## src/rtl/axis_bit_spread.sv

```systemverilog
// Direct-sequence spreader: each data bit of an AXI-stream symbol is expanded into
// CODE_LENGTH signed +/-1 chips, emitted NUM_PARALLEL chips per master beat.
module axis_bit_spread #(
    parameter int NUM_PARALLEL = 8,
    parameter int CHIP_WIDTH = 2,
    parameter int CODE_LENGTH = 32,
    parameter logic [CODE_LENGTH-1:0] CODE = 32'hB1C3_5A0F,
    parameter int SYMBOL_BITS = 8
) (
    input  logic                                 clk,
    input  logic                                 rst_n,
    input  logic                                 s_axis_tvalid,
    output logic                                 s_axis_tready,
    input  logic [SYMBOL_BITS-1:0]               s_axis_tdata,
    output logic                                 m_axis_tvalid,
    input  logic                                 m_axis_tready,
    output logic [NUM_PARALLEL*CHIP_WIDTH-1:0]   m_axis_tdata,
    output logic                                 m_axis_tlast
);

    localparam int TOTAL_CHIPS  = SYMBOL_BITS * CODE_LENGTH;
    localparam int BEATS        = TOTAL_CHIPS / NUM_PARALLEL;
    localparam int MASTER_WIDTH = NUM_PARALLEL * CHIP_WIDTH;
    localparam int BEAT_W       = (BEATS > 1) ? $clog2(BEATS) : 1;
    localparam logic [BEAT_W-1:0] LAST_BEAT = BEAT_W'(BEATS - 1);

    logic [SYMBOL_BITS-1:0]  sym;
    logic                    busy;
    logic [BEAT_W-1:0]       beat;
    logic [TOTAL_CHIPS-1:0]  spread;
    logic [NUM_PARALLEL-1:0] beat_bits [BEATS];
    logic [MASTER_WIDTH-1:0] beat_chips;
    logic                    adv;
    logic                    last_beat;
    logic                    accept;

    // Chip g of the symbol: code chip (MSB first) XNOR the data bit it belongs to.
    for (genvar g = 0; g < TOTAL_CHIPS; g++) begin : g_spread
        assign spread[g] = CODE[CODE_LENGTH-1-(g % CODE_LENGTH)] ~^ sym[g / CODE_LENGTH];
    end

    for (genvar b = 0; b < BEATS; b++) begin : g_beat
        for (genvar k = 0; k < NUM_PARALLEL; k++) begin : g_lane
            assign beat_bits[b][k] = spread[b*NUM_PARALLEL + k];
        end
    end

    // A set chip bit maps to +1, a clear one to -1 (all ones in two's complement).
    for (genvar k = 0; k < NUM_PARALLEL; k++) begin : g_chip
        assign beat_chips[k*CHIP_WIDTH +: CHIP_WIDTH] =
            beat_bits[beat][k] ? CHIP_WIDTH'(1) : {CHIP_WIDTH{1'b1}};
    end

    assign adv           = ~m_axis_tvalid | m_axis_tready;
    assign last_beat     = (beat == LAST_BEAT);
    assign s_axis_tready = rst_n & (~busy | (adv & last_beat));
    assign accept        = s_axis_tvalid & s_axis_tready;

    // A new symbol accepted on the last beat reloads in the same cycle, so
    // back-to-back symbols stream without a bubble.
    always_ff @(posedge clk or negedge rst_n) begin
        if (!rst_n) begin
            sym           <= '0;
            busy          <= 1'b0;
            beat          <= '0;
            m_axis_tvalid <= 1'b0;
            m_axis_tdata  <= '0;
            m_axis_tlast  <= 1'b0;
        end else begin
            if (busy && adv) begin
                m_axis_tdata  <= beat_chips;
                m_axis_tvalid <= 1'b1;
                m_axis_tlast  <= last_beat;
                if (last_beat) begin
                    busy <= 1'b0;
                end else begin
                    beat <= beat + 1'b1;
                end
            end else if (!busy && adv) begin
                m_axis_tvalid <= 1'b0;
            end

            if (accept) begin
                sym  <= s_axis_tdata;
                busy <= 1'b1;
                beat <= '0;
            end
        end
    end

endmodule

```

## config.mk

```make
export PLATFORM = sky130hd
export DESIGN_NAME = axis_bit_spread
export DESIGN_NICKNAME = d
export VERILOG_FILES = /design/src/rtl/axis_bit_spread.sv
export SDC_FILE = /design/constraint.sdc
export NUM_CORES = 1
export LEC_CHECK = 0
export CORE_MARGIN = 2
export CORE_UTILIZATION = 65
export CTS_CLUSTER_DIAMETER = 120
export DETAILED_ROUTE_END_ITERATION = 10
export DONT_BUFFER_PORTS = 1
export PLACE_DENSITY = 0.8
export RECOVER_POWER = 50
export SLEW_MARGIN = 25
export SYNTH_ARGS = -nofsm -noshare
export SYNTH_HDL_FRONTEND = slang
export SYNTH_SLANG_ARGS = --single-unit
```

## constraint.sdc

```tcl
create_clock -name clk -period 3.6 [get_ports clk]
set_input_delay 0.36 -clock clk [delete_from_list [all_inputs] [get_ports clk]]
set_output_delay 0.36 -clock clk [all_outputs]
set_load 0.02 [all_outputs]
```

Word level (Yosys, flattened, before mapping)
Index checks and enable logic that the tools add are counted.
{ "classes": {"n_addsub": 1, "n_lt_le_gt_ge": 1, "n_eq_ne": 2, "n_mux": 19, "n_bitwise": 16, "reduce_logical": 8} }
{ "ops": {"columns": ["op", "n"], "rows": [
  ["binary-select mux 8 bit (select 5 bit)", 1],
  ["two-way mux 2 bit", 8],
  ["two-way mux 8 bit", 2],
  ["two-way mux 5 bit", 3],
  ["NOT 1 bit", 10],
  [">= comparator 6 bit, second input constant", 1],
  ["NOT 5 -> 6 bit", 1],
  ["nonzero test 2 bit", 3],
  ["adder 5 x 1 -> 5 bit, second input constant", 1],
  ["== test 5 bit, second input constant", 1],
  ["two-way mux 1 bit", 5],
  ["AND reduction 2 bit", 2],
  ["AND 1 bit", 3],
  ["logical AND 1 bit", 2],
  ["inequality test 2 x 1 -> 1 bit, second input constant", 1],
  ["OR 1 bit", 2],
  ["logical NOT 1 bit", 1]
]} }
{ "totals": {"reg_bits": 32, "in_bits": 12, "out_inout_bits": 19, "elab_cells": 53} }

Depth between registers and ports, before layout
Gate-level depths: netlist of run 1.
{ "logic_depth": {"word_depth": 8, "mapped_depth": 9, "mapped_depth_nobuf": 7} }

Least setup slack after synthesis of run 1
OpenSTA, ideal clock, no wires.
{ "synth_timing": {"path_kind": "reg2reg", "from": "reg beat[0]", "to": "reg sym[2]", "setup_ns": 0.128, "arrival_ns": 1.902, "required_ns": 3.472, "setup_slack_ns": 1.570, "stages_incl_launch_ff": 10, "path_buffers": 2, "period_less_slack_ns": 2.030, "cell_sequence": "dfrtp_1 > ha_1 > and3_1 > ha_1 > inv_2 > o21ai_1 > and3_1 > clkbuf_1 > buf_2 > mux2_1"} }
{ "synth_between": {"elab_chain_cells": 5} }
{ "synth_lines": {"columns": ["item", "line_no", "source"], "rows": [
  ["start: declaration", "29", "logic [BEAT_W-1:0] beat;"],
  ["start signal: assignment", "77", "beat <= beat + 1'b1;"],
  ["== test 5 bit", "55", "assign last_beat = (beat == LAST_BEAT);"],
  ["named net last_beat", "34", "logic last_beat;"],
  ["AND 1 bit", "56", "assign s_axis_tready = rst_n & (~busy | (adv & last_beat));"],
  ["OR 1 bit", "56", null],
  ["AND 1 bit", "56", null],
  ["AND 1 bit", "57", "assign accept = s_axis_tvalid & s_axis_tready;"],
  ["end signal: assignment", "84", "sym <= s_axis_tdata;"],
  ["end: declaration", "27", "logic [SYMBOL_BITS-1:0] sym;"]
]} }
The timed path passes the listed nets, and every way through them passes these cells.
A chain may end at the register's enable or synchronous reset.

Final worst setup path of run 1
{ "layout_timing": {"from": "reg beat[0]", "to": "reg sym[0]"} }
Same word-level chain as after synthesis.

==> out/metrics.cfg, run 1 <==
[setup_path]
r2r_cells = 7
cp_cell_sequence = ha_1 > and3_1 > ha_1 > inv_2 > o21ai_1 > and3_1 > mux2_2
end_kind = register
cp_slowest_cell = dfrtp_1
start_kind = register
path_buf_inv = 1
regToRegSetupSlack_ns = 1.23
path_max_fanout = 13
crit_start = beat[0]$_DFFE_PN0P_
path_class = register to register
r2r-end = sym[0]$_DFFE_PN0P_
cp_slowest_stage_delay_ns = 0.52
required_ns = 3.81
crit_arrival_ns = 2.58
critical_path.endpoint = sym[0]$_DFFE_PN0P_
path_delay_family = simple AND/OR/NAND/NOR gates
crit_cells = 7
r2r_start = beat[0]$_DFFE_PN0P_

[clock_network]
cts_sinks = 25
clockRootBuffer = clkbuf_4
clk_pin_slew_ns = 0.13
cts_tree = yes
cts_max_level = 1
clockBufferDepth = 2
numCtsBuffers = 3
clock_latency_ns = 0.31
cts.repair.resized = 0

[die]
num_rows = 15
die_w_um = 46.9
start_util = 0.691
ios = 31
core_area_mm2 = 0.00173
dieArea_mm2 = 0.00219
die_height_um = 46.9

[drt]
avgRoutedWirePerCell_um = 13.2
vias = 652
drtAntennaViolNets = 0
wl_mm = 1.61
drtIter0Drc = 5
drtPass1Iterations = 2
vias_per_cell = 5.34
drcViolationCount = 0

[power_and_ir_drop]
p_leak_nw = 0.511
swShare = 0.388
powerDensity_mw_per_mm2 = 962
vdd_drop_max_uv = 465
seq_power_share = 0.498
p_int_mw = 0.702
p_clk_frac = 0.105
combPwrFrac = 0.397
p_switching_mw = 0.444
power_mw = 1.15

[placed_design]
place_congestion = 0.737
post_dp_cell_area_mm2 = 0.00116
numPortBuffers = 0
dp_hpwl_mm = 1.18

[global_routing]
overflow = 0
grt_max_degree = 26
grt_pass1_vias = 643
grt_pass1_wl_mm = 2.68
antenna_found_initial = 0
globalRouteTotalUtil = 0.179

[status]
outcome = finished clean

[sta]
slew_headroom = 0.148
period_share = 0.658
fmax_ghz = 0.422
finalHoldViolations = 0
maxSlewViolCount = 0
clock_skew_ns = 0.00237
worst_slew_pin_slew_ns = 1.28
holdWs_ns = 0.162
finalSetupViolCount = 0
grt_setup_unrepaired = false
setup_tns_ns = 0
period_needed_ns = 2.37

[yosys]
synth_common_cells = dfrtp_1, nand2_1, xnor2_1, buf_4, o21ai_1
netlist_instances = 103
synth_cell_types = 26
yosys_warnings = 0
synth_area_leaders = dfrtp_1, xnor2_1, mux2_1
avgSynthCellArea_um2 = 11.6
yosysTopAreaCellShare = 0.524
synth_edf_count = 0
post-synth-top-area-cell = dfrtp_1
yosysMostFrequentCell = dfrtp_1
ys_async_sr_fraction = 1.00
synth_seq_cells = 25
syn_area_mm2 = 0.00119
synth.yosys.seq_area_share = 0.524
synth_nets = 117
synth_ff_type = dfrtp_1

[cells_and_area]
regArea_um2 = 626
design_area_mm2 = 0.00119
nFillCells = 137
area_growth_pct = -0.210
final_util = 0.690
multi_input_area_um2 = 488
fin_nets = 112
drive_gt1_frac = 0.144
n_antenna_cell = 0

[worst_hold_path]
hp-start = rst_n
hold_class = input port to register

[flow_run]
drv_cap = 0

-- metal layers --
layer / GRT usage / share of wire
met5: 0 / 0
met4: 0.100 / 0.0074
met3: 0.0269 / 0.042
met2: 0.279 / 0.49
met1: 0.239 / 0.46
-- metrics by stage --
step / std cells / setup WS (ns)
2_1_floorplan: 103 / 1.57
3_3_place_gp: 117 / 1.31
3_5_place_dp: 117 / 1.24
4_1_cts: 122 / 1.21
5_1_grt: 122 / 1.06
6_report: 122 / 1.23
-- what timing repair did --
item / in CTS / in global routing
setup buffers: 0 / 0
hold endpoints to repair: 25 / 0
hold buffers: 1 / 0
-- area by class of cell --
cell class | instances | share of cell area
Tap cell | 25 | 0.0263
Clock buffer | 3 | 0.0189
Multi-Input combinational cell | 64 | 0.410
Sequential cell | 25 | 0.525
Clock inverter | 1 | 0.00420
Inverter | 2 | 0.00630
Timing Repair Buffer | 2 | 0.00945
-- worst min-delay path by stage --
stage | depth (start not counted) | to | slack [ns]
floorplan | 0 | beat[0]$_DFFE_PN0P_ | 0.06
global placement | 0 | m_axis_tdata[14]$_DFFE_PN0P_ | 0.06
detailed placement | 0 | m_axis_tdata[9]$_DFFE_PN0P_ | 0.07
CTS | 2 | busy$_DFFE_PN0P_ | 0.14
global route | 2 | busy$_DFFE_PN0P_ | 0.15
finish | 2 | busy$_DFFE_PN0P_ | 0.16
-- kinds of logic after synthesis --
group | synth area share
AOI/OAI and AO/OA | 0.0335
xor gates and xnor gates | 0.0734
adders and majority gates | 0.0210
buffers and inverters | 0.0671
DFF | 0.524
muxes | 0.168
and+or+nand+nor | 0.113
-- flip-flops by register name, summed over array words and instances, names as in the netlist --
name and cells:
m_axis_tvalid 1, m_axis_tdata 9, busy 1, sym 8, m_axis_tlast 1, beat 5
-- power groups by stage --
stage / clock network, mW / registers, mW / logic [mW]
detailed placement: 0 / 0.581 / 0.455
global placement: 0 / 0.574 / 0.446
CTS: 0.128 / 0.574 / 0.463
finish: 0.120 / 0.571 / 0.455
floorplan: 0 / 0.536 / 0.433
global route: 0.136 / 0.593 / 0.518
-- layout by cell type (no fill, tap or decap), drive strengths merged, types with 2 or more instances in the layout --
| cell type | instances |
|---|---|
| nor2b | 2 |
| mux2i | 3 |
| nand2 | 11 |
| dfrtp | 25 |
| inv | 2 |
| clkbuf | 4 |
| and3 | 2 |
| nor2 | 6 |
| nand3 | 2 |
| ha | 2 |
| mux2 | 10 |
| mux4 | 2 |
| xnor2 | 9 |
| o21ai | 8 |
| nand2b | 2 |
Note: power is estimated with default switching activity, not from simulation.
==> run 2, diff against run 1 <==
--- a/config.mk
+++ b/config.mk
@@ -6,11 +6,11 @@
 export NUM_CORES = 1
 export LEC_CHECK = 0
 export CORE_MARGIN = 2
-export CORE_UTILIZATION = 65
+export CORE_UTILIZATION = 60
 export CTS_CLUSTER_DIAMETER = 120
 export DETAILED_ROUTE_END_ITERATION = 10
 export DONT_BUFFER_PORTS = 1
-export PLACE_DENSITY = 0.8
+export PLACE_DENSITY = 0.75
 export RECOVER_POWER = 50
 export SLEW_MARGIN = 25
 export SYNTH_ARGS = -nofsm -noshare
==> constraint.sdc (replaced) <==
create_clock -name clk -period 2.25 [get_ports clk]
set_input_delay 0.225 -clock clk [delete_from_list [all_inputs] [get_ports clk]]
set_output_delay 0.225 -clock clk [all_outputs]
set_load 0.02 [all_outputs]
==> run 2 against run 1 <==
  * Global-route usage decreased by 0.81 points
  * Die area rose by 7.6%
  * Clock power rose by 62%
  * Register-to-register slack got worse by 0.99 ns
  * Critical path depth decreased by 1
  * Setup slack worse by 0.99 ns
==> out/metrics.cfg, run 2 (synthesis results as in run 1) <==
[flow_run]
drv_cap = 0

[placed_design]
dp_hpwl_mm = 1.28
place_congestion = 0.728
dp_cells = 122
numPortBuffers = 0

[setup_path]
end_kind = output port
start_kind = register
path_class = register to output port
required_ns = 2.03
path_max_fanout = 4
r2r_start = beat[0]$_DFFE_PN0P_
r2r_cells = 7
crit_arrival_ns = 1.79
r2r-end = sym[7]$_DFFE_PN0P_
regToRegSetupSlack_ns = 0.24

[global_routing]
grt_max_degree = 26
overflow = 0
grt_pass1_vias = 714
antenna_found_initial = 0
grt_pass1_wl_mm = 3.11
globalRouteTotalUtil = 0.170

[clock_network]
clockRootBuffer = clkbuf_4
clock_latency_ns = 0.31
numCtsBuffers = 3
clockBufferDepth = 2
cts_tree = yes
cts_max_level = 1
postCtsSetupRepairBufs = 0
clk_pin_slew_ns = 0.13
cts_sinks = 25

[cells_and_area]
drive_gt1_frac = 0.168
largest_reg_flops = 9
largestRegisters = m_axis_tdata (9), sym (8), beat (5)
layout_common_cells = dfrtp_1, nand2_1, xnor2_1
finalNonFillerCells = 128
n_antenna_cell = 0
final_common_cell = dfrtp_1
nFillCells = 174
regMostFlops = m_axis_tdata
area_growth_pct = 2.73
fin_nets = 116

[die]
die_height_um = 48.6
die_w_um = 48.6
start_util = 0.621
ios = 31
num_rows = 16
core_area_mm2 = 0.00192
dieArea_mm2 = 0.00236

[worst_hold_path]
hp-start = rst_n
hold_path_end = busy$_DFFE_PN0P_
hold_depth = 2
hold_class = input port to register

[drt]
vias_per_cell = 5.28
avgRoutedWirePerCell_um = 13.1
drtPass1Iterations = 4
wl_mm = 1.68
drtIter0Drc = 3
vias = 676
drcViolationCount = 0
drtAntennaViolNets = 0

[power_and_ir_drop]
p_leak_nw = 0.527
vdd_drop_max_uv = 860
powerDensity_mw_per_mm2 = 1520

[sta]
maxSlewViolCount = 0
setup_tns_ns = 0
holdWs_ns = 0.0243
grt_setup_unrepaired = false
clock_skew_ns = 0.00410
finalHoldViolations = 0
period_share = 0.895
worst_slew_pin_slew_ns = 1.29
period_needed_ns = 2.01
finalSetupViolCount = 0
fmax_ghz = 0.497
slew_headroom = 0.142

[status]
outcome = finished clean

[run 2: final cells by class]
class,instances,area [um2],area share
clock buffers,4,26.3,0.0214
inverters,2,7.51,0.00612
well taps,27,33.8,0.0276
multi-input cells,64,489,0.399
flip-flops and latches,25,626,0.510
repair buffers,6,43.8,0.0357
[run 2: power by group]
group / total, mW / internal (mW) / switching [mW]
combinational: 0.790 / 0.431 / 0.359
clock: 0.194 / 0.0693 / 0.125
sequential: 0.884 / 0.653 / 0.232
total: 1.87 / 1.15 / 0.716
[run 2: per-stage QoR]
step	utilization	setup slack, ns	cell area [um2]	power [mW]
floorplan	-	0.220	1190	1.55
global placement	0.617	0.188	1180	1.66
detailed placement	0.617	0.129	1180	1.70
CTS	0.635	0.104	1220	1.90
global route	0.638	0.0924	1230	2.03
finish	0.638	0.237	1230	1.87
[run 2: worst max-delay path, cell delays in order (launching register included)]
cell	delay, ns
dfrtp_1	0.38
ha_1	0.16
and3_1	0.16
ha_1	0.20
inv_2	0.06
o21ai_1	0.23
and2_1	0.28
[run 2: metal layers]
layer / GRT usage / vias up / share of wire
met5: 0 / - / 0
met4: 0.0905 / 0 / 0.019
met3: 0.0278 / 2 / 0.051
met2: 0.297 / 20 / 0.51
met1: 0.202 / 320 / 0.42
li1: - / 334 / -
[run 2: what timing repair did]
item,in CTS,in global routing
resized for setup,0,1
setup endpoints to repair,0,7
hold endpoints to repair,25,25
hold buffers,1,1
[run 2: how the worst max path moves through the flow]
stage / from / to / slack [ns] / cells after the start
after detailed placement: beat[0]$_DFFE_PN0P_ / sym[7]$_DFFE_PN0P_ / 0.13 / 7
after CTS: beat[0]$_DFFE_PN0P_ / sym[7]$_DFFE_PN0P_ / 0.10 / 7
after global routing: beat[2]$_DFFE_PN0P_ / sym[7]$_DFFE_PN0P_ / 0.09 / 6
after global placement: beat[2]$_DFFE_PN0P_ / sym[7]$_DFFE_PN0P_ / 0.19 / 6
after floorplan: beat[0]$_DFFE_PN0P_ / sym[2]$_DFFE_PN0P_ / 0.22 / 9
final: beat[0]$_DFFE_PN0P_ / s_axis_tready / 0.24 / 6
==> RTL edit 1: new RTL, flow settings as in run 1 <==
Change the parameter `CODE_LENGTH` from 32 to 64.
--- a/src/rtl/axis_bit_spread.sv
+++ b/src/rtl/axis_bit_spread.sv
@@ -5,3 +5,3 @@
     parameter int CHIP_WIDTH = 2,
-    parameter int CODE_LENGTH = 32,
+    parameter int CODE_LENGTH = 64,
     parameter logic [CODE_LENGTH-1:0] CODE = 32'hB1C3_5A0F,
Function: changed (a bounded check fails within 4 cycles, from zero or initial values and one cycle with rst_n low).
==> RTL edit 1 against run 1 <==
Power down 13%; count of clock-buffer cells in the layout increased by 1; worst setup slack improved by 0.14 ns; cell count rose by 15%; sequential cell count increased by 1; register-to-register slack gained 0.28 ns; critical path depth shrank 3; clock skew is 0.0044 ns higher; wire length rose by 30%; sequential power fell by 8.1%; clock power up 20%; synthesized area up 8.4%; cell area increased by 9.8%; largest power group unchanged.
==> RTL edit 1: results (changes against run 1) <==
| Metric | Value |
|---|---|
| VDD IR max | `0.418 mV (-10%)` |
| Met3 usage | `3.70% (+1.0 points)` |
| Main area contributors after synthesis | `dfrtp_1 (50%), mux2_1 (7.0%), nand2_1 (4.9%), xnor2_1 (4.7%), buf_4 (4.1%)` |
| Met1 usage | `20.7% (-3.2 points)` |
| Async set-reset flop share out of synthesis | `100% (unchanged)` |
| Post-Synthesis Cells | `118 (+15%)` |
| Fin cells | `140 (+15%)` |
| Antenna diodes | `0 (unchanged)` |
| Clk root buf | `clkbuf_4` |
| Relative slew slack | `11.4% (-3.4 points)` |
| Layout cell share with drive strength beyond 1 | `8.85% (-5.6 points)` |
| Post-synth top cells | `dfrtp_1 (26), nand2_1 (17), o21ai_1 (9)` |
| Final setup skew | `0.00679 ns (+0.00443 ns)` |
| Post-Route WL | `2100 um (+30%)` |
| Clk pin slew, worst setup/hold paths | `0.14 ns` |
| Detail Placement HPWL | `1510 um (+28%)` |
| Routed wl met2 | `1100 um (+39%)` |
| Max layer used | `met4` |
| Cell family with most CP delay | `flip-flops` |
| Pre-CTS setup slack | `1.53 ns (+0.284 ns)` |
| Worst skew pair latency | `0.31 ns (about the same)` |
| CP peak stage delay | `0.50 ns (-0.02 ns)` |
| First-pass GRT wire length | `3480 um (+30%)` |
| Biggest regs | `m_axis_tdata x9, sym x8, beat x6` |
| Rows | `16 (+1)` |
| Layout net count | `127 (+13%)` |
| Port buffer count | `0 (unchanged)` |
| Largest net degree at the start of global routing | `27 (+3.8%)` |
| Post-synth cell types | `28 (+7.7%)` |
| Number of global-route vias before repair | `784 (+22%)` |
| Routed via count | `788 (+21%)` |
| CTS max path bufs | `2 (unchanged)` |
| Initial antenna violation count | `0 (unchanged)` |
| Leak | `0.546 nW (+6.7%)` |
| Met3 routed WL | `117 um (+72%)` |
| Routability cong. | `0.786 (+6.7%)` |
| Total global-route track usage | `19.4% (+1.6 points)` |
| Post-Route M1 WL | `851 um (+15%)` |
| DRT iter0 DRCs | `16 (+11)` |
| GR Layer Usage met2 | `37.4% (+9.5 points)` |
| CTS resizes | `0 (unchanged)` |
| Hold Crit Class | `in2reg` |
| TritonCTS buffer count | `3 (unchanged)` |
| Sequential element share of the synthesized area | `50.3% (-2.1 points)` |
| Status | `completed` |
| CP max stage cell | `dfrtp_1` |
| GRT overflow | `0 (unchanged)` |
| Router iterations before antenna repair | `5 (+3)` |
| Yosys warns | `0 (unchanged)` |
| Syn nets | `131 (+12%)` |
| Max Fanout on Critical Path | `8 (-5)` |
RTL edit 1: metrics by stage:
step | instance area (sq um) | hold WS, ns
after detailed placement | 1260 | 0.0650
after floorplan | 1290 | 0.0644
after CTS | 1320 | 0.164
final | 1310 | 0.168
after global routing | 1310 | 0.149
after global placement | 1260 | 0.0649
RTL edit 1: timing repair:
action | CTS | global route
setup buffers | 0 | 0
hold endpoints to repair | 26 | 0
hold buffers | 2 | 0
RTL edit 1: power breakdown:
group,switching (mW),internal (mW)
sequential,0.146,0.380
clock,0.0818,0.0617
combinational,0.157,0.167
total,0.384,0.608
RTL edit 1: worst paths after layout:
kind,startpoint,end,slack (ns),depth (start not counted)
worst min register to register,m_axis_tdata[14],m_axis_tdata[14],0.48,1
max in group asynchronous,rst_n,beat[3],1.94,2
worst max register to register,beat[1],sym[4],1.51,6
worst max-delay path,beat[1],s_axis_tready,1.37,4
min in group asynchronous,rst_n,m_axis_tvalid,0.88,2
worst min-delay path,s_axis_tdata[6],sym[6],0.17,1
RTL edit 1: area by class of cell:
cell class / instances / area (sq um)
sequential: 26 / 651
timing repair buffer: 4 / 28.8
tap: 27 / 33.8
multi-input combinational: 77 / 551
fill: 152 / 614
inverter: 2 / 7.51
clock buffer: 4 / 36.3
RTL edit 1: worst reg2reg max path, cell delays in order, from the launching register on:
cell	delay, ns
dfrtp_1	0.50
ha_1	0.22
nand3_1	0.16
o31ai_2	0.38
nor2b_1	0.17
buf_4	0.21
mux2_1	0.34
RTL edit 1: logic make-up (layout without fill, tap and decap cells):
logic type	Yosys count	count (layout)	synth area share (%)
and+or+nand+nor	34	34	12.7
DFF	26	26	50.3
AOI/OAI and AO/OA	19	19	8.51
buffers and inverters	15	10	7.16
muxes	12	12	13.0
xor gates and xnor gates	11	11	7.45
adders and majority gates	1	1	0.967
==> RTL edit 2: new RTL, settings of run 1 <==
Without the edit above. Make the reset (`rst_n`) synchronous in one clocked block.
--- a/src/rtl/axis_bit_spread.sv
+++ b/src/rtl/axis_bit_spread.sv
@@ -60,3 +60,3 @@
     // back-to-back symbols stream without a bubble.
-    always_ff @(posedge clk or negedge rst_n) begin
+    always_ff @(posedge clk) begin
         if (!rst_n) begin
Behaviour: differs if rst_n is asserted again (counterexample within 4 cycles, from zero or initial values and one cycle with rst_n low); with rst_n held inactive, the same outputs for 4 cycles.
==> RTL edit 2 against run 1 <==
Count of clock-buffer cells in the layout rose by 1; cell count rose by 16%; register-to-register slack improved by 0.13 ns; the run now ends with max-capacitance violations, max-slew violations left; critical endpoint is now s_axis_tready; clock skew fell by 0.0011 ns; global-route usage rose by 3.0 points; worst setup slack got worse by 0.11 ns; wire length rose by 19%; cell area fell by 2.8%; synthesized area fell by 1.6%; synthesized cell count rose by 22%; sequential cell count did not move; highest routed layer unchanged; first-iteration DRC count rose by 120%.
Power is not compared: it rests on default switching activity, and its combinational part moved more than twofold at a synthesized area within 25%.
==> RTL edit 2: results (changes against run 1) <==
| Metric | Value |
|---|---|
| Status | `complete, but fails checks` |
| Violated checks | `max-capacitance violations, max-slew violations` |
| Layout cell share with drive strength beyond 1 | `5.98% (-8.5 points)` |
| Main area contributors after synthesis | `dfxtp_1 (43%), o21ai_0 (6.0%), o211ai_1 (5.1%), buf_4 (4.5%), mux4_1 (4.5%)` |
| Max Fanout on Critical Path | `8 (-5)` |
| Layout net count | `132 (+18%)` |
| Initial antenna violation count | `0 (unchanged)` |
| Detail Placement HPWL | `1390 um (+18%)` |
| Avg Vias per Cell | `5.61 (+5.0%)` |
| Sequential element share of the synthesized area | `42.6% (-9.8 points)` |
| Total global-route track usage | `20.9% (+3.0 points)` |
| Number of global-route vias before repair | `733 (+14%)` |
| Syn nets | `140 (+20%)` |
| Fin. max-slew vios | `2 (+2)` |
| DRT iter0 DRCs | `11 (+6)` |
| Routability cong. | `0.854 (+16%)` |
| Post-CTS Setup Bufs | `0 (unchanged)` |
| Max-Cap Viols | `1 (+1)` |
| Met3 routed WL | `100 um (+47%)` |
| Routed wl met2 | `855 um (+7.7%)` |
| First-pass GRT wire length | `3130 um (+17%)` |
| Worst EP arrival | `2.12 ns (-0.46 ns)` |
| Largest net degree at the start of global routing | `27 (+3.8%)` |
| Hold Crit Class | `in2reg` |
| Router iterations before antenna repair | `4 (+2)` |
| Async set-reset flop share out of synthesis | `0% (-100 points)` |
| Post-Route M1 WL | `907 um (+23%)` |
| Post-Route WL | `1920 um (+19%)` |
| Final setup skew | `0.00123 ns (-0.00113 ns)` |
| Post-synth cell types | `30 (+15%)` |
-- RTL edit 2: changes by cell type in the layout (fill, tap and decap cells not counted), moves of 7 or more --
cell             run 1  this run
inv_1                1        10
o21ai_1              7         0
dfrtp_1             25         0
o21ai_0              1        14
o211ai_1             0         8
dfxtp_1              0        25
-- RTL edit 2: path summary, 6_finish.rpt --
kind                start               end  slack (ns)  cells past startpoint
setup / recovery  beat[0]     s_axis_tready        1.12                      6
hold / removal      rst_n  m_axis_tdata[14]        0.15                      1
setup reg to reg  beat[0]           beat[4]        1.36                      6
hold reg to reg    sym[3]            sym[3]        0.52                      2
-- RTL edit 2: final cells by class --
class                   count  area [sq um]
multi-input cells          77           558
fillers                   135           551
clock buffers               4          26.3
flip-flops and latches     25           500
inverters                  11          41.3
well taps                  25          31.3
-- RTL edit 2: stage by stage --
step | setup slack, ns | utilization, % | cells | power (mW) | area, sq um
floorplan | 1.78 | - | 126 | 0.386 | 1170
global placement | 1.55 | 66.3 | 138 | 0.382 | 1130
detailed placement | 1.39 | 66.3 | 138 | 0.385 | 1130
CTS | 1.12 | 67.8 | 142 | 0.506 | 1160
global route | 0.987 | 67.8 | 142 | 0.522 | 1160
finish | 1.12 | 67.8 | 142 | 0.503 | 1160
-- RTL edit 2: power breakdown --
part	switching, mW	leakage [nW]	total (mW)	internal, mW
clock	0.0817	0.0150	0.125	0.0435
sequential	0.0328	0.205	0.326	0.294
combinational	0.0281	0.228	0.0516	0.0235
total	0.143	0.448	0.503	0.361
-- RTL edit 2: logic make-up after synthesis --
| group | after synthesis | share of synthesized area, % |
|---|---|---|
| compound gates | 34 | 17.7 |
| simple gates | 26 | 10.4 |
| flops | 25 | 42.6 |
| buf+inv | 24 | 9.90 |
| xor+xnor | 9 | 8.31 |
| mux | 6 | 8.95 |
| fa+ha+maj | 2 | 2.13 |
-- RTL edit 2: critical path, stage by stage (launching register included) --
cell and delay [ns]:
dfxtp_1 0.51, ha_1 0.21, and3_2 0.17, ha_1 0.22, inv_1 0.08, o21ai_0 0.30
and2_1 0.31
-- RTL edit 2: routing by layer --
metal	track usage (%)	vias to the layer above
met3	3.53	5
met1	27.1	359
met2	31.4	22
li1	-	411
met4	14.3	0
met5	0	-
